===== src/rtl/fetch_pkg.sv =====
`default_nettype none
// ============================================================================
// Module      : fetch_pkg
// Description : Shared constants for the instruction-fetch stage: state
//               encodings and default address/data widths used by PC and ROM.
// Revision    : 1.0 - initial release
// ============================================================================
package fetch_pkg;

    localparam int FETCH_ADDR_W = 15;
    localparam int FETCH_DATA_W = 16;

    typedef logic [1:0] fetch_state_t;

    localparam fetch_state_t FETCH_IDLE  = 2'd0;
    localparam fetch_state_t FETCH_REQ   = 2'd1;
    localparam fetch_state_t FETCH_DRAIN = 2'd2;

endpackage
`default_nettype wire


===== src/rtl/fetch_fifo.sv =====
`default_nettype none
// ============================================================================
// Module      : fetch_fifo
// Description : Synchronous prefetch FIFO of {data, addr} entries with push,
//               pop, flush (flush beats push) and occupancy count.
// Revision    : 1.0 - initial release
// ============================================================================
module fetch_fifo #(
    parameter int DEPTH = 2,
    parameter int WIDTH = 31,
    localparam int PTR_W = $clog2(DEPTH),
    localparam int CNT_W = PTR_W + 1
) (
    input  logic             clk,
    input  logic             reset,
    input  logic             push,
    input  logic [WIDTH-1:0] push_data,
    input  logic             pop,
    input  logic             flush,
    output logic [WIDTH-1:0] head,
    output logic [CNT_W-1:0] count,
    output logic             empty
);

    logic [WIDTH-1:0] r_mem [DEPTH];
    logic [PTR_W-1:0] r_wr_ptr;
    logic [PTR_W-1:0] r_rd_ptr;
    logic [CNT_W-1:0] r_count;
    logic             w_push;
    logic             w_pop;

    assign w_pop  = pop && (r_count != '0);
    assign w_push = push && ((r_count != CNT_W'(DEPTH)) || w_pop);

    always_ff @(posedge clk) begin
        if (reset) begin
            r_wr_ptr <= '0;
            r_rd_ptr <= '0;
            r_count  <= '0;
            for (int i = 0; i < DEPTH; i++) begin
                r_mem[i] <= '0;
            end
        end else if (flush) begin
            r_wr_ptr <= '0;
            r_rd_ptr <= '0;
            r_count  <= '0;
        end else begin
            if (w_push) begin
                r_mem[r_wr_ptr] <= push_data;
                r_wr_ptr        <= r_wr_ptr + PTR_W'(1);
            end
            if (w_pop) begin
                r_rd_ptr <= r_rd_ptr + PTR_W'(1);
            end
            r_count <= r_count + CNT_W'(w_push) - CNT_W'(w_pop);
        end
    end

    assign head  = r_mem[r_rd_ptr];
    assign count = r_count;
    assign empty = (r_count == '0);

endmodule
`default_nettype wire


===== src/rtl/fetch_unit.sv =====
`default_nettype none
// ============================================================================
// Module      : fetch_unit
// Description : Instruction fetch stage: single-outstanding ROM requests,
//               prefetch FIFO, valid/ready delivery, redirect flush.
//               Optional macro FETCH_BYPASS_EN: zero-latency ack-to-valid
//               when the FIFO is empty.
// Revision    : 1.0 - initial release
// ============================================================================
module fetch_unit
    import fetch_pkg::*;
#(
    parameter int ADDR_W = FETCH_ADDR_W,
    parameter int DATA_W = FETCH_DATA_W,
    parameter int DEPTH  = 2
) (
    input  logic              clk,
    input  logic              reset,
    input  logic              redirect,
    input  logic [ADDR_W-1:0] redirect_addr,
    output logic              rom_req,
    output logic [ADDR_W-1:0] rom_addr,
    input  logic              rom_ack,
    input  logic [DATA_W-1:0] rom_data,
    output logic              instr_valid,
    input  logic              instr_ready,
    output logic [DATA_W-1:0] instr,
    output logic [ADDR_W-1:0] instr_pc
);

    localparam int ENTRY_W = DATA_W + ADDR_W;
    localparam int CNT_W   = $clog2(DEPTH) + 1;

    fetch_state_t      r_state;
    fetch_state_t      w_state_next;
    logic [ADDR_W-1:0] r_fetch_ptr;
    logic [ADDR_W-1:0] r_rom_addr;
    logic [ADDR_W-1:0] r_target;
    logic [ADDR_W-1:0] w_ptr_next;
    logic [ADDR_W-1:0] w_addr_next;
    logic [ADDR_W-1:0] w_target_next;

    logic [ENTRY_W-1:0] w_head;
    logic [CNT_W-1:0]   w_count;
    logic [CNT_W-1:0]   w_count_after_pop;
    logic [CNT_W-1:0]   w_count_after_push;
    logic               w_empty;
    logic               w_push;
    logic               w_fifo_pop;
    logic               w_flush;
    logic               w_skip_push;

    fetch_fifo #(
        .DEPTH (DEPTH),
        .WIDTH (ENTRY_W)
    ) u_fifo (
        .clk       (clk),
        .reset     (reset),
        .push      (w_push),
        .push_data ({rom_data, r_rom_addr}),
        .pop       (w_fifo_pop),
        .flush     (w_flush),
        .head      (w_head),
        .count     (w_count),
        .empty     (w_empty)
    );

`ifdef FETCH_BYPASS_EN
    logic w_bypass;

    // An ack landing on an empty FIFO is shown to the CPU in the same cycle.
    assign w_bypass    = w_empty && rom_ack && (r_state == FETCH_REQ) && !redirect;
    assign instr_valid = !w_empty || w_bypass;
    assign instr       = w_bypass ? rom_data   : w_head[ENTRY_W-1:ADDR_W];
    assign instr_pc    = w_bypass ? r_rom_addr : w_head[ADDR_W-1:0];
    assign w_skip_push = w_bypass && instr_ready;
`else
    assign instr_valid = !w_empty;
    assign instr       = w_head[ENTRY_W-1:ADDR_W];
    assign instr_pc    = w_head[ADDR_W-1:0];
    assign w_skip_push = 1'b0;
`endif

    assign w_fifo_pop         = instr_valid && instr_ready && !w_empty;
    assign w_count_after_pop  = w_count - CNT_W'(w_fifo_pop);
    assign w_count_after_push = w_count_after_pop + CNT_W'(w_push);

    always_ff @(posedge clk) begin
        if (reset) begin
            r_state     <= FETCH_IDLE;
            r_fetch_ptr <= '0;
            r_rom_addr  <= '0;
            r_target    <= '0;
        end else begin
            r_state     <= w_state_next;
            r_fetch_ptr <= w_ptr_next;
            r_rom_addr  <= w_addr_next;
            r_target    <= w_target_next;
        end
    end

    always_comb begin
        w_state_next  = r_state;
        w_ptr_next    = r_fetch_ptr;
        w_addr_next   = r_rom_addr;
        w_target_next = r_target;
        case (r_state)
            FETCH_IDLE: begin
                if (redirect) begin
                    w_state_next = FETCH_REQ;
                    w_ptr_next   = redirect_addr;
                    w_addr_next  = redirect_addr;
                end else if (w_count_after_pop < CNT_W'(DEPTH)) begin
                    w_state_next = FETCH_REQ;
                    w_addr_next  = r_fetch_ptr;
                end
            end
            FETCH_REQ: begin
                if (redirect && rom_ack) begin
                    w_ptr_next  = redirect_addr;
                    w_addr_next = redirect_addr;
                end else if (redirect) begin
                    // Old request must still complete; its data is dropped.
                    w_state_next  = FETCH_DRAIN;
                    w_target_next = redirect_addr;
                    w_ptr_next    = redirect_addr;
                end else if (rom_ack) begin
                    w_ptr_next = r_rom_addr + ADDR_W'(1);
                    if (w_count_after_push < CNT_W'(DEPTH)) begin
                        w_addr_next = r_rom_addr + ADDR_W'(1);
                    end else begin
                        w_state_next = FETCH_IDLE;
                    end
                end
            end
            FETCH_DRAIN: begin
                if (redirect) begin
                    w_target_next = redirect_addr;
                    w_ptr_next    = redirect_addr;
                end
                if (rom_ack) begin
                    w_state_next = FETCH_REQ;
                    w_addr_next  = redirect ? redirect_addr : r_target;
                    w_ptr_next   = redirect ? redirect_addr : r_target;
                end
            end
            default: begin
                w_state_next = FETCH_IDLE;
            end
        endcase
    end

    always_comb begin
        rom_req = (r_state != FETCH_IDLE);
        w_flush = redirect;
        w_push  = (r_state == FETCH_REQ) && rom_ack && !redirect && !w_skip_push;
    end

    assign rom_addr = r_rom_addr;

endmodule
`default_nettype wire


===== config.mk =====
export PLATFORM = sky130hd
export DESIGN_NAME = fetch_unit
export DESIGN_NICKNAME = d
export VERILOG_FILES = /design/src/rtl/fetch_pkg.sv /design/src/rtl/fetch_fifo.sv /design/src/rtl/fetch_unit.sv
export SDC_FILE = /design/constraint.sdc
export NUM_CORES = 1
export LEC_CHECK = 0
export BUFFER_PORTS_ARGS = -buffer_cell sky130_fd_sc_hd__buf_2
export CAP_MARGIN = 20
export CORE_ASPECT_RATIO = 2
export CORE_MARGIN = 1.5
export CORE_UTILIZATION = 45
export CTS_CLUSTER_DIAMETER = 120
export DETAILED_ROUTE_END_ITERATION = 8
export PLACE_DENSITY = 0.75
export SKIP_LAST_GASP = 1
export SLEW_MARGIN = 10
export SYNTH_ARGS = -nofsm -noshare
export SYNTH_HDL_FRONTEND = slang
export SYNTH_HIERARCHICAL = 1
export SYNTH_SLANG_ARGS = --single-unit

===== constraint.sdc =====
create_clock -name clk -period 9.4 [get_ports clk]
set_input_delay 2.82 -clock clk [delete_from_list [all_inputs] [get_ports clk]]
set_output_delay 2.82 -clock clk [all_outputs]
set_load 0.05 [all_outputs]

* Yosys cells after proc, flatten, opt, wreduce, memory -nomap -nowiden
Memories as Yosys holds them, arrays and structs flattened. A register that Yosys moved wholly into a read port is not among the register bits.
Cells that the tools add are included.
** Cells by class
- Add/subtract/negate cells :: 7
- $lt $le $gt $ge :: 2
- Equality and inequality tests :: 12
- Multiplexer cells :: 36
- Reductions and logical operators :: 22
** Operators with widths (number)
- 15-bit two-way mux :: 14
- 15-bit case mux with 3 select lines :: 2
- 31-bit two-way mux :: 1
- 31-bit OR reduction :: 1
- 15-bit case mux with 2 select lines :: 1
- 3-bit inequality test, second input constant :: 6
- 15-bit by 1-bit adder with 15-bit output, second input constant :: 1
- 2-bit two-way mux :: 7
- 1-bit two-way mux :: 10
- 1-bit logical AND :: 7
- 2-bit inequality test, second input constant :: 3
- 2-bit case mux with 3 select lines :: 1
- 6-bit AND reduction :: 1
- 2-bit nonzero test :: 3
- 5-bit AND reduction :: 1
- 2-bit by 1-bit adder with 2-bit output :: 2
- 2-bit zero test :: 2
- 2-bit < comparator, second input constant :: 2
- 4-bit inequality test, second input constant :: 1
- 2-bit AND reduction :: 2
- 2-bit by 1-bit subtractor with 2-bit output :: 2
- 3-bit nonzero test :: 1
- 1-bit adder, second input constant :: 2
- 2-bit by 1-bit == test with 1-bit output, second input constant :: 1
- 4 further kinds :: 5
** Storage, ports and cells
- Register bits after elaboration :: 51
- RAM bits :: 62
- Bits of input ports :: 36
- Output and inout bits :: 48
- Logic and storage cells :: 87
- Memories kept :: 1
** Memories
- u_fifo.r_mem :: depth 2, width 31, read ports 1, clocked after memory_dff 1, write ports 2, RTL line fetch_fifo.sv:25 : logic [WIDTH-1:0] r_mem [DEPTH];

* Logic depth before layout (Yosys ltp)
Gate-level depths: netlist (run 1).
- Depth after elaboration :: 13
- Gate-level depth with buffers :: 11
- Mapped depth without buffers :: 9

* Hierarchy
The synthesis (run 1) kept the hierarchy.
** By module, submodules not included
- fetch_unit :: instances 1, cells each 439, area each 3291.9 um^2, seq. area each 940.9 um^2
- fetch_fifo :: instances 1, cells each 191, area each 2961.6 um^2, seq. area each 1961.9 um^2

* Worst setup path after synthesis (run 1)
Ideal clock, no wire load.
- Path type :: input -> register
- Start :: input redirect
- End :: memory u_fifo.r_mem[0][0] (enable)
- Setup time :: 0.389 ns
- Arrival time :: 4.592 ns
- Required time :: 9.011 ns
- Path slack :: 4.419 ns
- Stages :: 6
- Path buffers :: 2
- Cell sequence :: nor2b_1 buf_2 clkbuf_1 and2_1 and4bb_4 or2_1
** RTL lines
- from (decl) :: RTL line fetch_unit.sv:19 : input logic redirect,
- to (decl) :: RTL line fetch_fifo.sv:25

* Worst setup path in the final report (run 1)
- Start :: input redirect
- End :: register r_fetch_ptr[5]
** On the way
- Cells in the longest elaborated chain, start to end :: 3
** Ends and longest elaborated chain
- 15-bit two-way mux (tied with other cells)
- 15-bit two-way mux (tied with other cells) :: RTL line fetch_unit.sv:141 : if (rom_ack) begin
- 15-bit case mux with 3 select lines or 2-bit AND reduction (tied branches)
- to (signal assigned) :: RTL line fetch_unit.sv:96 : r_fetch_ptr <= w_ptr_next;
- to (decl) :: RTL line fetch_unit.sv:36 : logic [ADDR_W-1:0] r_fetch_ptr;
Several ways; a longest one is shown, not always the timed one.
A chain may end at the register's enable or synchronous reset.

==> results of run 1 <==
per-layer routing:
layer	vias up	GRT usage, %	part of all wire, %
met1	2410	23.4	33
li1	2439	-	-
met5	-	0	0
met2	294	43.1	54
met4	0	17.5	6.8
met3	92	4.23	5.8
per-stage QoR:
step / setup WS [ns] / cell area (µm²) / std cells / hold WS, ns
6_report: 4.13 / 7300 / 865 / 0.470
5_1_grt: 3.81 / 7300 / 865 / 0.484
4_1_cts: 4.20 / 7300 / 865 / 0.470
3_5_place_dp: 3.80 / 6700 / 833 / 0.459
3_3_place_gp: 3.87 / 6700 / 833 / 0.449
2_1_floorplan: 4.42 / 6250 / 630 / 0.440
flip-flops by register name (all words and copies together), names as in the netlist, named ones only:
name / cells
u_fifo/r_mem: 62
r_fetch_ptr: 15
r_target: 15
rom_addr: 15
r_state: 2
u_fifo/count: 2
u_fifo/r_rd_ptr: 1
u_fifo/r_wr_ptr: 1
how the worst max path moves through the flow:
stage                                  endpoint  slack, ns  cells after the start
2_1_floorplan  u_fifo/r_mem[0][0]$_SDFFCE_PN0P_       4.42                      6
3_3_place_gp        r_fetch_ptr[5]$_SDFFE_PP0P_       3.87                      7
3_5_place_dp        r_fetch_ptr[5]$_SDFFE_PP0P_       3.80                      7
4_1_cts             r_fetch_ptr[5]$_SDFFE_PP0P_       4.20                      7
5_1_grt             r_fetch_ptr[5]$_SDFFE_PP0P_       3.81                      7
6_report            r_fetch_ptr[5]$_SDFFE_PP0P_       4.13                      7
cell families (layout without fill, tap and decap cells):
logic type	after synthesis	count (layout)	synth area share, %
adder cells (fa/ha/maj)	9	9	1.80
buffers and inverters	62	142	4.64
multiplexers	43	43	7.56
AO/OA/AOI/OAI	134	134	15.3
XOR/XNOR	18	18	2.74
flip-flops	114	114	46.4
AND/OR/NAND/NOR	250	250	21.5
final cells by class:
type	instances	area [µm²]	share of cell area [%]
flip-flops and latches	114	2900	39.7
inverters	20	75.1	1.03
repair buffers	90	468	6.41
multi-input cells	454	3060	41.9
well taps	155	194	2.66
clock buffers	23	499	6.84
clock inverters	9	104	1.42
cell usage in the layout, fill, tap and decap left out, types with 5 or more instances in the layout:
master and n:
xor2_1 5, nand4_1 9, nand2_1 53, o32ai_1 5, nor2b_1 10, clkbuf_16 18, and3_1 9, a221oi_1 10
nor2_1 39, and2_1 65, nor4_1 10, a211oi_1 8, nand2b_1 11, a221o_1 10, o22ai_1 5, nand3_1 14
dfxtp_1 52, buf_2 83, o21ai_0 15, a21oi_1 41, xnor2_1 12, edfxtp_1 62, buf_4 7, mux2_2 34
nand3b_1 5, nor3_1 10, ha_1 9, inv_1 19, mux2i_1 9
worst reg2reg max path, delay by kind of cell, from the launching register on:
family                   cells  cell delay (ns)
flip-flops                   1             0.35
buffers and inverters        2             0.45
AND/OR/NAND/NOR              4             1.50
adder cells (fa/ha/maj)      1             0.55
power groups by stage:
| stage | Combinational, mW | Clock [mW] | Sequential (mW) |
|---|---|---|---|
| global placement | 0.305 | 0 | 0.612 |
| detailed placement | 0.313 | 0 | 0.615 |
| finish | 0.318 | 0.642 | 0.607 |
| CTS | 0.314 | 0.650 | 0.606 |
| global route | 0.344 | 0.670 | 0.611 |
| floorplan | 0.202 | 0 | 0.634 |
==> impl_metrics.csv, run 1 <==
group,metric,value,unit
global_routing,grt_pass1_wl,26500,µm
power_and_ir_drop,max-vdd-ir-drop,0.152,mV
min_path,hold_path.class,"flop to flop",
route,drtPass1Iterations,6,
setup_path,r2r-end,"u_fifo/r_mem[0][2]$_SDFFCE_PN0P_",
run_status,status,"complete, no violations",
sta,period_share,56.0,%
route,vias,5235,
job,drv_cap,0,
setup_path,critPathLaunch,"redirect",
clocking,cts_tree,"done",
placement,port-buffer-count,83,
global_routing,grt_use_total,23.8,%
layout,drive_gt1_share,23.1,%
sta,setup_viol_count_final,0,
setup_path,slowest_delay,0.75,ns
sta,timing_hold_violations_final,0,
clocking,cts_buffers,17,
logic_synthesis,ys_seq_elements,114,
power_and_ir_drop,clockPowerShare,41.0,%
layout,utilization,54.0,%
route,drtIter0Drc,302,
clocking,root_buffer,"clkbuf_16",
setup_path,critPathMaxFanout,62,
clocking,clock_latency,0.41,ns
setup_path,timing.critical_path.buf_inv,2,
logic_synthesis,synth_nets,675,
setup_path,r2r_cells,7,
setup_path,critPathRequiredTime,9.63,ns
placement,hpwl,12300,µm
sta,max_freq,0.190,GHz
global_routing,antenna_found_initial,0,
logic_synthesis,synth_area,0.00625,mm²
route,viasPerCell,6.05,
logic_synthesis,synth_top_area_share,29.8,%
min_path,holdCritStartpoint,"r_fetch_ptr[2]$_SDFFE_PP0P_",
setup_path,path_class,"primary input to flop",
power_and_ir_drop,pwr-share-seq,38.8,%
logic_synthesis,synth_cells,630,
layout,n_fill_cell,1216,
clocking,cts_buffer_depth,2,
setup_path,cp-end-kind,"flop",
logic_synthesis,seq_area_frac_synth,46.4,%
power_and_ir_drop,finalPower,1.57,mW
die,die_area,0.0147,mm²
layout,antenna_cells,0,
die,die_h,170,µm
sta,finalSetupTns,0,ns
logic_synthesis,synth_common_cells,"65 x and2_1, 62 x edfxtp_1, 53 x nand2_1, 52 x dfxtp_1, 41 x a21oi_1",
logic_synthesis,yosysUniqueCellTypes,60,
setup_path,cpMaxStageDelayCell,"buf_2",
global_routing,grt_pass1_vias,5250,
clocking,postCtsHoldBufs,0,
setup_path,cpLargestDelayFamily,"compound AO/OA/AOI/OAI gates",
die,core,0.0135,mm²
logic_synthesis,synth_area_leaders,"edfxtp_1 30%, dfxtp_1 17%, and2_1 6.5%",
logic_synthesis,syn_avg_cell_area,9.93,µm²
global_routing,grt-ovfl-total,0,
power_and_ir_drop,leakagePower,2.91,nW
global_routing,grt_max_degree,63,
route,drt-total-wl,17100,µm
sta,period_minus_slack,5.27,ns
setup_path,cp_cell_sequence,"buf_2 > nor2b_1 > buf_4 > a21oi_1 > nand2_1 > a2111oi_0 > a2111oi_0",
power_and_ir_drop,switchingPower,478,µW
clocking,postCtsSetupRepairBufs,0,
setup_path,r2r_slack,6.22,ns
clocking,htreeDepth,4,
die,fp-row-count,60,
placement,place.gp.congestion,0.929,
die,fp.dieW,86.4,µm
sta,slew_violations,0,
clocking,clk_pin_slew_worst_paths,0.06,ns
sta,rsz0062_at_grt,"no",
power_and_ir_drop,pwr-share-comb,20.3,%
power_and_ir_drop,switching_share,30.5,%
logic_synthesis,postSynth.asyncResetShare,0,%
min_path,hold_end,"r_fetch_ptr[2]$_SDFFE_PP0P_",
logic_synthesis,netlist.top_cell.by_area,"edfxtp_1",
sta,tightestPinTransition,1.01,ns
clocking,cts_resized,0,
logic_synthesis,synthFlopType,"edfxtp_1",
setup_path,cp_common_cell,"a2111oi_0",
setup_path,crit_path_start_kind,"primary input",
logic_synthesis,synth_edf_count,62,
die,start_util,46.3,%
power_and_ir_drop,power.density_cell_area,215,mW/mm²
min_path,holdPathStages,2,
sta,slew_headroom,32.6,%
setup_path,r2r_start,"r_state[1]$_SDFFE_PP0P_",
route,routedWlPerCell,19.7,µm
route,antenna_left,0,
logic_synthesis,yosysMostFrequentCell,"and2_1",
logic_synthesis,ys_warn_count,6,
clocking,cts.sinks,114,
sta,fin_skew,0.0116,ns
die,ios,84,
setup_path,arrival,5.50,ns
power_and_ir_drop,intPower,1.09,mW
layout,syn_to_final_growth,16.8,%
route,drc,0,
layout,layout.nets,742,
(Power assumes the default switching activity.)
==> inputs of run 2 (changes only) <==
- ABC_AREA: unset -> 1
- PLACE_DENSITY: 0.75 -> 0.77
- clock period: 9.4 -> 4.45 ns (I/O delays scaled with it)
==> impl_metrics.csv, run 2 <==
group,metric,value,unit
sta,fin_skew,0.0123,ns
logic_synthesis,syn_avg_cell_area,7.73,µm²
power_and_ir_drop,max-vdd-ir-drop,0.267,mV
route,drt-total-wl,16700,µm
global_routing,grtUsageMet3,4.53,%
min_path,holdPathStages,2,
min_path,hold_end,"r_target[8]$_SDFFE_PP0P_",
sta,period_minus_slack,3.08,ns
placement,hpwl,11700,µm
layout,ff_latch_area,0.00290,mm²
min_path,holdCritStartpoint,"r_target[8]$_SDFFE_PP0P_",
run_status,status,"complete, no violations",
setup_path,path_class,"flop to primary output",
sta,fin_ws,1.37,ns
sta,slew_violations,0,
layout,design_area,0.00774,mm²
logic_synthesis,synth_common_cells,"235 x nand2_1, 92 x inv_1, 90 x nor2_1, 62 x edfxtp_1, 53 x a21oi_1",
die,fp-row-count,62,
clocking,clock_latency,0.41,ns
die,die_h,175,µm
die,core,0.0144,mm²
route,drc,0,
logic_synthesis,synth_area_leaders,"edfxtp_1 28%, dfxtp_1 16%, nand2_1 13%",
clocking,cts_tree,"done",
setup_path,r2r_slack,1.75,ns
job,drv_cap,0,
route,routedWlPerCell,14.7,µm
route,drtPass1Iterations,6,
layout,top_register,"u_fifo/r_mem",
sta,rsz0062_at_grt,"no",
sta,finalSetupTns,0,ns
clocking,postCtsSetupRepairBufs,0,
logic_synthesis,ys_seq_elements,114,
layout,n_fill_cell,1351,
layout,layout.nets,978,
route,viasPerCell,5.16,
sta,period_share,69.1,%
sta,slew_headroom,40.3,%
logic_synthesis,netlist.top_cell.by_area,"edfxtp_1",
clocking,htreeDepth,4,
clocking,cts_buffers,17,
setup_path,slowest_delay,0.41,ns
logic_synthesis,yosysUniqueCellTypes,33,
layout,most-common-layout-cells,"235 x nand2_1, 92 x inv_1, 90 x nor2_1, 83 x buf_2, 62 x edfxtp_1",
logic_synthesis,synth_nets,906,
logic_synthesis,synth_edf_count,62,
global_routing,grt-busiest-layer,"met2",
global_routing,use_met2,41.8,%
die,fp.dieW,89.0,µm
placement,pre_cts_ws,1.35,ns
setup_path,crit_path_start_kind,"flop",
global_routing,grt_max_degree,37,
setup_path,r2r_cells,8,
layout,largest_reg_flops,62,
layout,utilization,53.7,%
setup_path,cp_cell_sequence,"buf_4 > mux2_2 > buf_2",
setup_path,cpLargestDelayFamily,"buffers and inverters",
layout,syn_to_final_growth,16.3,%
clocking,postCtsHoldBufs,0,
logic_synthesis,ys_warn_count,6,
sta,tightestPinTransition,0.895,ns
clocking,cts_buffer_depth,2,
power_and_ir_drop,leakagePower,3.46,nW
die,start_util,46.1,%
placement,port-buffer-count,83,
setup_path,arrival,1.74,ns
setup_path,r2r-end,"u_fifo/r_mem[0][10]$_SDFFCE_PN0P_",
global_routing,grt_pass1_vias,5683,
placement,placed_cell_area,0.00713,mm²
setup_path,critPathRequiredTime,3.12,ns
layout,drive_gt1_share,23.0,%
setup_path,r2r_start,"r_state[1]$_SDFFE_PP0P_",
die,ios,84,
route,antenna_left,0,
sta,setup_viol_count_final,0,
global_routing,met1_usage,23.0,%
placement,place.gp.congestion,0.904,
layout,antenna_cells,0,
clocking,root_buffer,"clkbuf_16",
setup_path,cpMaxStageDelayCell,"mux2_2",
route,vias,5875,
route,drtIter0Drc,412,
global_routing,grt_pass1_wl,26900,µm
logic_synthesis,synthFlopType,"edfxtp_1",
sta,max_freq,0.325,GHz
clocking,cts.sinks,114,
global_routing,grt-ovfl-total,0,
sta,timing_hold_violations_final,0,
setup_path,timing.critical_path.buf_inv,2,
die,die_area,0.0156,mm²
logic_synthesis,synth_area,0.00666,mm²
setup_path,cp-end-kind,"primary output",
power_and_ir_drop,power.density_cell_area,457,mW/mm²
global_routing,antenna_found_initial,0,
logic_synthesis,synth_cells,861,
logic_synthesis,synth_top_area_share,28.0,%
clocking,clk_pin_slew_worst_paths,0.06,ns
setup_path,critPathMaxFanout,31,
clocking,cts_resized,0,
min_path,hold_path.class,"flop to flop",
global_routing,grt_use_total,22.4,%
logic_synthesis,seq_area_frac_synth,43.6,%
logic_synthesis,yosysMostFrequentCell,"nand2_1",
layout,final_common_cell,"nand2_1",
logic_synthesis,postSynth.asyncResetShare,0,%
layout,multiInputGateArea,0.00312,mm²
## run 2: per-layer routing
layer	routed length, µm	vias up	share of wire (%)
met5	0	-	0
met4	503	0	3.0
met3	723	38	4.3
met2	9220	190	55
met1	6300	2704	38
li1	-	2943	-
## run 2: cell type report
| type | instances | area share (%) |
|---|---|---|
| clock buffer | 17 | 5.49 |
| clock inverter | 15 | 2.36 |
| inverter | 100 | 4.98 |
| multi-input combinational | 607 | 40.2 |
| sequential | 114 | 37.5 |
| tap | 192 | 3.10 |
| timing repair buffer | 93 | 6.33 |
## run 2: worst max path at each step
stage / from / endpoint / slack (ns) / depth (start not counted)
final: flop / instr_pc[10] / 1.37 / 3
after global routing: flop / instr_pc[10] / 1.30 / 3
after CTS: flop / instr_pc[10] / 1.35 / 3
after detailed placement: rom_ack / u_fifo/r_mem[0][11]$_SDFFCE_PN0P_ / 1.35 / 7
after global placement: rom_ack / u_fifo/r_mem[0][15]$_SDFFCE_PN0P_ / 1.38 / 7
after floorplan: redirect / u_fifo/r_mem[1][0]$_SDFFCE_PN0P_ / 1.37 / 7
## run 2: logic make-up (layout without fill, tap and decap cells)
kind of cell,after synthesis,count (layout),share of synthesized area (%)
and+or+nand+nor,444,444,30.1
AOI/OAI and AO/OA,122,122,9.64
muxes,31,31,5.24
buffers and inverters,140,225,9.62
adders and majority gates,9,9,1.69
DFF,114,114,43.6
xor gates and xnor gates,1,1,0.132
## run 2: power breakdown
group          internal (mW)  total, mW  switching, mW
combinational          0.223      0.833          0.611
clock                  0.887       1.39          0.506
sequential              1.22       1.31         0.0887
## run 2: stage by stage
| step | hold slack, ns | std cells | total power, mW |
|---|---|---|---|
| after floorplan | 0.467 | 861 | 1.97 |
| after global placement | 0.492 | 1106 | 2.14 |
| after detailed placement | 0.496 | 1106 | 2.15 |
| after CTS | 0.509 | 1138 | 3.55 |
| after global routing | 0.523 | 1138 | 3.71 |
| final | 0.506 | 1138 | 3.54 |
## run 2: worst register-to-register path, cell delays in order (launching register included)
cell,delay [ns]
dfxtp_1,0.36
inv_1,0.09
ha_1,0.74
nand2_4,0.16
nor2_4,0.20
nand3_4,0.08
buf_4,0.25
nand2_1,0.11
buf_4,0.36
